===== config.mk =====
export PLATFORM = sky130hd
export DESIGN_NAME = skew_pingpong_buf
export DESIGN_NICKNAME = d
export VERILOG_FILES = /design/src/rtl/sysarr_pkg.sv /design/src/rtl/skew_bank.sv /design/src/rtl/skew_pingpong_buf.sv
export SDC_FILE = /design/constraint.sdc
export NUM_CORES = 2
export LEC_CHECK = 0
export ABC_CLOCK_PERIOD_IN_PS = 7300
export BUFFER_PORTS_ARGS = -buffer_cell sky130_fd_sc_hd__buf_4
export CAP_MARGIN = 20
export CORE_MARGIN = 5
export CORE_UTILIZATION = 42
export DETAILED_ROUTE_END_ITERATION = 10
export SETUP_SLACK_MARGIN = 0.15
export SLEW_MARGIN = 30
export SYNTH_ARGS = -nofsm -noshare
export SYNTH_HDL_FRONTEND = slang
export SYNTH_SLANG_ARGS = --single-unit
export TNS_END_PERCENT = 20

===== constraint.sdc =====
create_clock -name clk -period 7.3 [get_ports clk]
set_input_delay 0.73 -clock clk [delete_from_list [all_inputs] [get_ports clk]]
set_output_delay 0.73 -clock clk [all_outputs]
set_load 0.01 [all_outputs]

===== src/rtl/sysarr_pkg.sv =====
// Shared types and constants for the systolic-array operand feeder.
package sysarr_pkg;

  localparam int unsigned DefaultBitsAb = 8;
  localparam int unsigned DefaultDim    = 8;

  typedef logic signed [DefaultBitsAb-1:0] operand_t;

  typedef enum logic [0:0] {
    StIdle,
    StStream
  } state_e;

  // Beats needed to push one full tile through the skew window.
  function automatic int unsigned tile_beats(input int unsigned dim);
    return 2 * dim - 1;
  endfunction

endpackage


===== src/rtl/skew_bank.sv =====
// One DIM x DIM operand bank: row-wide write port and a combinational skewed read port.
module skew_bank
  import sysarr_pkg::*;
#(
  parameter int unsigned BITS_AB = DefaultBitsAb,
  parameter int unsigned DIM     = DefaultDim,
  parameter int unsigned CNT_W   = $clog2(2 * DIM)
) (
  input  logic                           clk,
  input  logic                           we,
  input  logic [$clog2(DIM)-1:0]         wr_row,
  input  logic [DIM-1:0][BITS_AB-1:0]    wr_data,
  input  logic [CNT_W-1:0]               t,
  input  logic                           t_mode,
  output logic [DIM-1:0][BITS_AB-1:0]    rd_data
);

  localparam int unsigned RowW = $clog2(DIM);

  // Contents survive reset on purpose: unwritten rows stream stale data.
  logic [DIM-1:0][BITS_AB-1:0] mem_q [DIM];

  always_ff @(posedge clk) begin
    if (we) begin
      mem_q[wr_row] <= wr_data;
    end
  end

  for (genvar j = 0; j < DIM; j++) begin : g_lane
    logic [CNT_W:0]  k;
    logic [RowW-1:0] ki;

    // k = t - j; a negative result wraps high and falls outside the window.
    assign k  = {1'b0, t} - (CNT_W + 1)'(j);
    assign ki = k[RowW-1:0];

    assign rd_data[j] = (k < (CNT_W + 1)'(DIM)) ?
                        (t_mode ? mem_q[ki][j] : mem_q[j][ki]) : '0;
  end

endmodule


===== src/rtl/skew_pingpong_buf.sv =====
// Ping-pong tile buffer feeding the systolic array with diagonally skewed lanes.
module skew_pingpong_buf
  import sysarr_pkg::*;
#(
  parameter int unsigned BITS_AB = DefaultBitsAb,
  parameter int unsigned DIM     = DefaultDim,
  parameter int unsigned CNT_W   = $clog2(2 * DIM)
) (
  input  logic                        clk,
  input  logic                        rst_n,
  input  logic                        wr_en,
  input  logic [$clog2(DIM)-1:0]      wr_row,
  input  logic [DIM-1:0][BITS_AB-1:0] wr_data,
  input  logic                        wr_last,
  output logic                        wr_ready,
  input  logic                        transpose,
  input  logic                        en,
  output logic                        out_valid,
  output logic [DIM-1:0][BITS_AB-1:0] out_data,
  output logic                        tile_done,
  output logic                        busy
);

  localparam logic [CNT_W-1:0] LastT = CNT_W'(tile_beats(DIM) - 1);

  state_e                      state_q, state_d;
  logic [1:0]                  full_q, full_d;
  logic                        fill_q, fill_d;
  logic                        rd_q, rd_d;
  logic [CNT_W-1:0]            t_q, t_d;
  logic                        t_mode_q, t_mode_d;
  logic [DIM-1:0][BITS_AB-1:0] out_q, out_d;
  logic                        out_valid_q, out_valid_d;

  logic                        wr_fire;
  logic                        advance;
  logic [1:0]                  bank_we;
  logic [DIM-1:0][BITS_AB-1:0] bank_rd [2];

  assign wr_ready   = ~full_q[fill_q];
  assign wr_fire    = wr_en & wr_ready;
  assign bank_we[0] = wr_fire & ~fill_q;
  assign bank_we[1] = wr_fire & fill_q;
  assign advance    = (state_q == StStream) & en;
  assign tile_done  = advance & (t_q == LastT);
  assign busy       = (state_q == StStream) | full_q[0] | full_q[1];
  assign out_valid  = out_valid_q;
  assign out_data   = out_q;

  for (genvar b = 0; b < 2; b++) begin : g_bank
    skew_bank #(
      .BITS_AB (BITS_AB),
      .DIM     (DIM),
      .CNT_W   (CNT_W)
    ) u_bank (
      .clk     (clk),
      .we      (bank_we[b]),
      .wr_row  (wr_row),
      .wr_data (wr_data),
      .t       (t_q),
      .t_mode  (t_mode_q),
      .rd_data (bank_rd[b])
    );
  end

  always_comb begin
    state_d     = state_q;
    full_d      = full_q;
    fill_d      = fill_q;
    rd_d        = rd_q;
    t_d         = t_q;
    t_mode_d    = t_mode_q;
    out_d       = out_q;
    out_valid_d = out_valid_q;

    if (wr_fire && wr_last) begin
      full_d[fill_q] = 1'b1;
      fill_d         = ~fill_q;
    end

    unique case (state_q)
      StIdle: begin
        out_d       = '0;
        out_valid_d = 1'b0;
        if (full_q[rd_q]) begin
          state_d  = StStream;
          t_d      = '0;
          t_mode_d = transpose;
        end
      end
      StStream: begin
        // en low stalls: counter and output register simply hold.
        if (en) begin
          out_d       = bank_rd[rd_q];
          out_valid_d = 1'b1;
          t_d         = t_q + CNT_W'(1);
          if (t_q == LastT) begin
            full_d[rd_q] = 1'b0;
            rd_d         = ~rd_q;
            t_d          = '0;
            // Chain straight into the other bank for a bubble-free handover.
            if (full_q[~rd_q]) begin
              t_mode_d = transpose;
            end else begin
              state_d = StIdle;
            end
          end
        end
      end
      default: state_d = StIdle;
    endcase
  end

  always_ff @(posedge clk or negedge rst_n) begin
    if (!rst_n) begin
      state_q     <= StIdle;
      full_q      <= '0;
      fill_q      <= 1'b0;
      rd_q        <= 1'b0;
      t_q         <= '0;
      t_mode_q    <= 1'b0;
      out_q       <= '0;
      out_valid_q <= 1'b0;
    end else begin
      state_q     <= state_d;
      full_q      <= full_d;
      fill_q      <= fill_d;
      rd_q        <= rd_d;
      t_q         <= t_d;
      t_mode_q    <= t_mode_d;
      out_q       <= out_d;
      out_valid_q <= out_valid_d;
    end
  end

endmodule


Word-level counts from Yosys, hierarchy flattened

Memories as Yosys holds them, arrays and structs flattened.
Cells that the tools add are included.

Flip-flop bits (word level): 75
Memory bits (writable): 1024
Input bits: 73
Output and inout port bits: 68
Memories kept: 2

$add $sub $neg: 8
$lt $le $gt $ge: 22
Equal/unequal tests: 5
Multiplexer cells: 103
Bitwise gates (word level): 15
Reduce and logical (&&, ||, !) cells: 6

Memory list:

| name                   | words | width | read ports | clocked after Yosys merged registers in | wr ports | RTL line        | source |
|---|---|---|---|---|---|---|---|
| g_bank[0].u_bank.mem_q | 8     | 64    | 16         | 0                                       | 1        | skew_bank.sv:21 | `logic [DIM-1:0][BITS_AB-1:0] mem_q [DIM];` |
| g_bank[1].u_bank.mem_q | 8     | 64    | 16         | 0                                       | 1        | skew_bank.sv:21 |  |

Operators by type and width:

| cell                                                       | number |
|---|---|
| binary-select mux 8 bit (select 3 bit)                     | 16 |
| two-way mux 8 bit                                          | 48 |
| two-way mux 64 bit                                         | 4 |
| case mux 64 bit (2 select lines)                           | 1 |
| less-than comparator 5 x 4 -> 1 bit, second input constant | 7 |
| less-than comparator 3 x 4 -> 1 bit, second input constant | 8 |
| two-way mux 1 bit                                          | 21 |
| subtractor 4 x 3 -> 5 bit, second input constant           | 4 |
| two-way mux 4 bit                                          | 3 |
| subtractor 4 x 2 -> 5 bit, second input constant           | 2 |
| two-way mux 2 bit                                          | 4 |
| case mux 4 bit (2 select lines)                            | 1 |
| less-than comparator 1 x 2 -> 1 bit, second input constant | 3 |
| case mux 1 bit (2 select lines)                            | 3 |
| AND 1 bit                                                  | 5 |
| subtractor 4 x 1 -> 5 bit, second input constant           | 1 |
| adder 4 x 1 -> 4 bit, second input constant                | 1 |
| == test 4 bit, second input constant                       | 1 |
| less-than comparator 4 bit, second input constant          | 1 |
| inequality test 2 x 1 -> 1 bit, second input constant      | 2 |
| inequality test 2 bit, second input constant               | 2 |
| NOT 1 bit                                                  | 4 |
| AND reduction 4 bit                                        | 1 |
| logical AND 1 bit                                          | 3 |
| 10 further kinds                                           | 13 |

Depth between registers and ports, before layout

Word-level depth: 10
Depth in mapped cells: 16
Mapped depth without buffers: 7

Hierarchy

A second synthesis with hierarchy kept.

Cell total of the unflattened synthesis: 2669
Area total of the unflattened synthesis: 51630.8 um2

Modules (own cells, without submodules):

| module                        | instances | cells each | area each (um2) | seq. area each (um2) |
|---|---|---|---|---|
| skew_bank at g_bank[1].u_bank | 1         | 1154       | 23980.5         | 15374.7 |
| skew_bank at g_bank[0].u_bank | 1         | 1167       | 23746.5         | 15374.7 |
| skew_pingpong_buf             | 1         | 348        | 3903.7          | 1876.8 |

Least setup slack after synthesis

OpenSTA, ideal clock, no wires.

Path type: input -> register
Start point: input wr_row[2]
End point: memory g_bank[0].u_bank.mem_q[0][0] in the netlist's numbering, enable pin
Setup time: 0.651 ns
Data arrival time: 7.083 ns
Data required time: 6.649 ns
Setup slack: -0.434 ns
Stages: 2
Path through: clkbuf_1 -> nor4_1

RTL lines:

| element     | RTL line                | source |
|---|---|---|
| from (decl) | skew_pingpong_buf.sv:12 | `input logic [$clog2(DIM)-1:0] wr_row,` |
| to (decl)   | skew_bank.sv:21         |  |

No word-level cell before the write port.

Worst setup path in the final report

Start point: register t_q[1]
End point: register out_q (netlist bit out_data[28])

Longest elaborated chain between the ends: 10
Elaborated cells on any way between the ends: 17
Classes of those cells: add/sub: 1; order compare: 1; mux: 13; memory: 2

RTL lines:

| element                                                 | RTL line                 | source |
|---|---|---|
| from (decl)                                             | skew_pingpong_buf.sv:30  | `logic [CNT_W-1:0] t_q, t_d;` |
| from (signal assigned)                                  | skew_pingpong_buf.sv:129 | `t_q <= t_d;` |
| subtractor 4 x 2 -> 5 bit *                             | skew_bank.sv:34          | `assign k = {1'b0, t} - (CNT_W + 1)'(j);` |
| binary-select mux 8 bit (select 3 bit)                  | skew_bank.sv:38          | `(t_mode ? mem_q[ki][j] : mem_q[j][ki]) : '0;` |
| two-way mux 8 bit (implied by the code)                 | skew_bank.sv:38          |  |
| two-way mux 8 bit                                       | skew_bank.sv:38          |  |
| two-way mux 8 bit                                       | skew_bank.sv:37          | `assign rd_data[j] = (k < (CNT_W + 1)'(DIM)) ?` |
| two-way mux 64 bit (implied by the code) * (3 in a row) | skew_pingpong_buf.sv:94  | `out_d = bank_rd[rd_q];` |
| two-way mux 64 bit *                                    | skew_pingpong_buf.sv:93  | `if (en) begin` |
| case mux 64 bit (2 select lines) *                      | skew_pingpong_buf.sv:81  | `unique case (state_q)` |
| to (signal assigned)                                    | skew_pingpong_buf.sv:131 | `out_q <= out_d;` |
| to (decl)                                               | skew_pingpong_buf.sv:32  | `logic [DIM-1:0][BITS_AB-1:0] out_q, out_d;` |

Mark *: on every way between the ends. The rest lies on a longest branch, timed or not. The select of a mux whose other input is x is not followed.
A chain may end at the register's enable or synchronous reset.

==> flow_summary.toml <==
[status]
status = "complete, no violations"

[worst_setup_path]
rrSetupSlack_ns = 3.19
reg2reg_depth = 7
endpoint_kind = "flop"
r2r-start = "t_q[1]"
critPathArrivalTime_ns = 4.68
path_cells = "inv_1 -> ha_4 -> buf_12 -> mux4_2 -> mux4_2 -> a221oi_1 -> nand2_1"
startpoint = "t_q[1]"
cp-endpoint = "out_data[28]"
reg2reg_to = "out_data[28]"
startpoint_type = "flop"
required_ns = 7.87
crit_top_cell = "mux4_2"
worst-setup-path-type = "reg -> reg"
path_depth = 7
cpLargestDelayFamily = "buffers and inverters"
slowest_delay_ns = 0.61
cp_slowest_cell = "ha_4"
critPathBufInv = 2
cp_max_fo = 92

[timing]
period_minus_slack_ns = 4.11
skew_ns = 0.0331
finalSetupViolations = 0
hold_viol_final = 0
drv_slew = 0
fin_crit_sh = 0.563
fin_setup_tns_ns = 0
worst_hold_slack_ns = 0.0568
final.setup.worst_slack_ns = 3.19
grt_setup_unrepaired = "no"
tightest_slew_ns = 1.11
max_freq_ghz = 0.243
maxSlewHeadroom = 0.260

[detailed_routing]
avgViaCountPerCell = 6.76
ant_nets = 0
drc_errors = 0
wl_per_cell_um = 38.0
routed_wl_um = 163000
drt_iter0_markers = 4349
drt_pass1_iterations = 6
vias = 29100

[power_and_ir_drop]
leakage_nw = 18.2
max-vdd-ir-drop_mv = 0.367
power_frac_seq = 0.342
p_sw_frac = 0.357
power.clock.fraction = 0.273
pwr-share-comb = 0.385
switchingPower_mw = 7.71
power.total_mw = 21.6
p_int_mw = 13.9
power_density_nw_per_um2 = 382

[flow_run]
cap_violations = 0

[cts]
hold_buffers = 0
h-tree-depth = 3
cts_buffers = 113
root_buffer = "clkbuf_16"
postCtsSetupBuffers = 0
clock-sinks = 1099
cts_tree = "yes"
clk_pin_slew_worst_paths_ns = 0.07
cts-resized-gates = 0
worstSkewPairLatency_ns = 0.71
ctsLongestPathBuffers = 3

[synth]
seq_area_frac_synth = 0.656
async_flop_share = 0.0682
synth_flop_cell = "edfxtp_1"
synth_cells = 2496
synth_enable_flop_cells = 1024
synth.avg_cell_area_um2 = 19.9
ys_types = 69
syn_nets = 2582
yosys_warnings = 0
syn_area_um2 = 49800
yosys_register_bits = 1099

[placed_design]
dp_hpwl_um = 108000
io_buffers = 140
preCtsSetupSlack_ns = 3.06
globalplace.congestion = 0.937

[global_route]
grtUsageTotal = 0.257
grt_first_pass_wirelength_um = 230000
globalRouteOverflowTotal = 0
grt_antenna_before_repair = 4
grt_max_degree = 127
grt_pass1_vias = 29400

[cells_and_area]
fin_nets = 2750
syn_to_final_growth_pct = 13.8
drive_gt1_frac = 0.356

[floorplanning]
die-height_um = 354
core_um2 = 118000
die-area_um2 = 125000
die_x_um = 354
ioPinCount = 141
start_util = 0.422
fp-row-count = 126

[min_path]
hp-class = "in -> async"
[cell type report]
class | count | area, um2
fill | 9634 | 61300
inverter | 11 | 41.3
multi-input combinational | 1211 | 16400
timing repair buffer | 228 | 1830
clock buffer | 153 | 3140
sequential | 1099 | 32600
tap | 1536 | 1920
clock inverter | 61 | 661
antenna | 4 | 10.0
[cell families after synthesis]
kind of cell	count (synthesis)	synth area share
AO/OA/AOI/OAI	309	0.0452
XOR/XNOR	7	0.00123
adder cells (fa/ha/maj)	13	0.00327
buffers and inverters	186	0.0193
flip-flops	1099	0.656
multiplexers	583	0.249
AND/OR/NAND/NOR	299	0.0265
[power groups by stage]
| stage | clock, mW | sequential, mW | combinational (mW) |
|---|---|---|---|
| 5_1_grt | 6.23 | 7.41 | 8.64 |
| 6_report | 5.91 | 7.40 | 8.31 |
| 3_5_place_dp | 0 | 7.52 | 8.19 |
| 4_1_cts | 5.96 | 7.40 | 8.23 |
| 2_1_floorplan | 0 | 7.40 | 5.16 |
| 3_3_place_gp | 0 | 7.52 | 8.15 |
[cell usage after synthesis (16+ instances only)]
library cell,count,area share
a22oi_1,71,0.011
buf_2,73,0.0073
dfrtp_1,75,0.038
a22o_1,16,0.0028
edfxtp_1,1024,0.62
a21oi_1,25,0.0025
clkbuf_1,58,0.0044
o21ai_0,29,0.0029
mux2i_1,48,0.0097
nand2_1,102,0.0077
nor2_1,109,0.0082
o22ai_1,38,0.0048
buf_4,18,0.0027
mux4_2,521,0.24
nor3_1,19,0.0019
[state kept, by name, summed over array words and instances (netlist names)]
signal / cells
g_bank.u_bank.mem_q: 1024
state_q: 1
fill_q: 1
out_valid: 1
full_q: 2
t_mode_q: 1
t_q: 4
out_data: 64
rd_q: 1
[placed cells by master (no fill, tap or decap), types with 16 or more instances in the layout]
master and instances:
mux4_2 521, edfxtp_1 1024, nor2_1 99, o21ai_0 29, clkinv_2 23, a22oi_1 71
nand2_1 102, a21oi_1 24, o22ai_1 38, dfrtp_1 70, a22o_1 16, clkbuf_1 26
mux2i_1 48, buf_4 218, clkbuf_16 115
[worst min-delay path by stage]
stage / startpoint / endpoint / depth (start not counted)
floorplan: rst_n / fill_q / 0
global placement: out_data[25] / out_data[25] / 2
detailed placement: out_data[25] / out_data[25] / 2
CTS: rst_n / out_data[39] / 1
global route: rst_n / out_data[60] / 1
finish: rst_n / out_data[36] / 1
[stage by stage]
stage          cells  cell area (um2)  utilization
6_report        4303            56600        0.480
4_1_cts         4298            56600        0.480
3_5_place_dp    4084            52800        0.447
3_3_place_gp    4083            52700        0.447
5_1_grt         4301            56600        0.480
2_1_floorplan   2496            49800            -
[metal layers]
layer | vias to the layer above | GRT usage | share of wire
met3 | 292 | 0.0669 | 0.12
met1 | 15600 | 0.355 | 0.38
li1 | 11200 | - | -
met5 | - | 0 | 0
met4 | 0 | 0.0927 | 0.038
met2 | 2081 | 0.399 | 0.47
(Power assumes the default switching activity.)
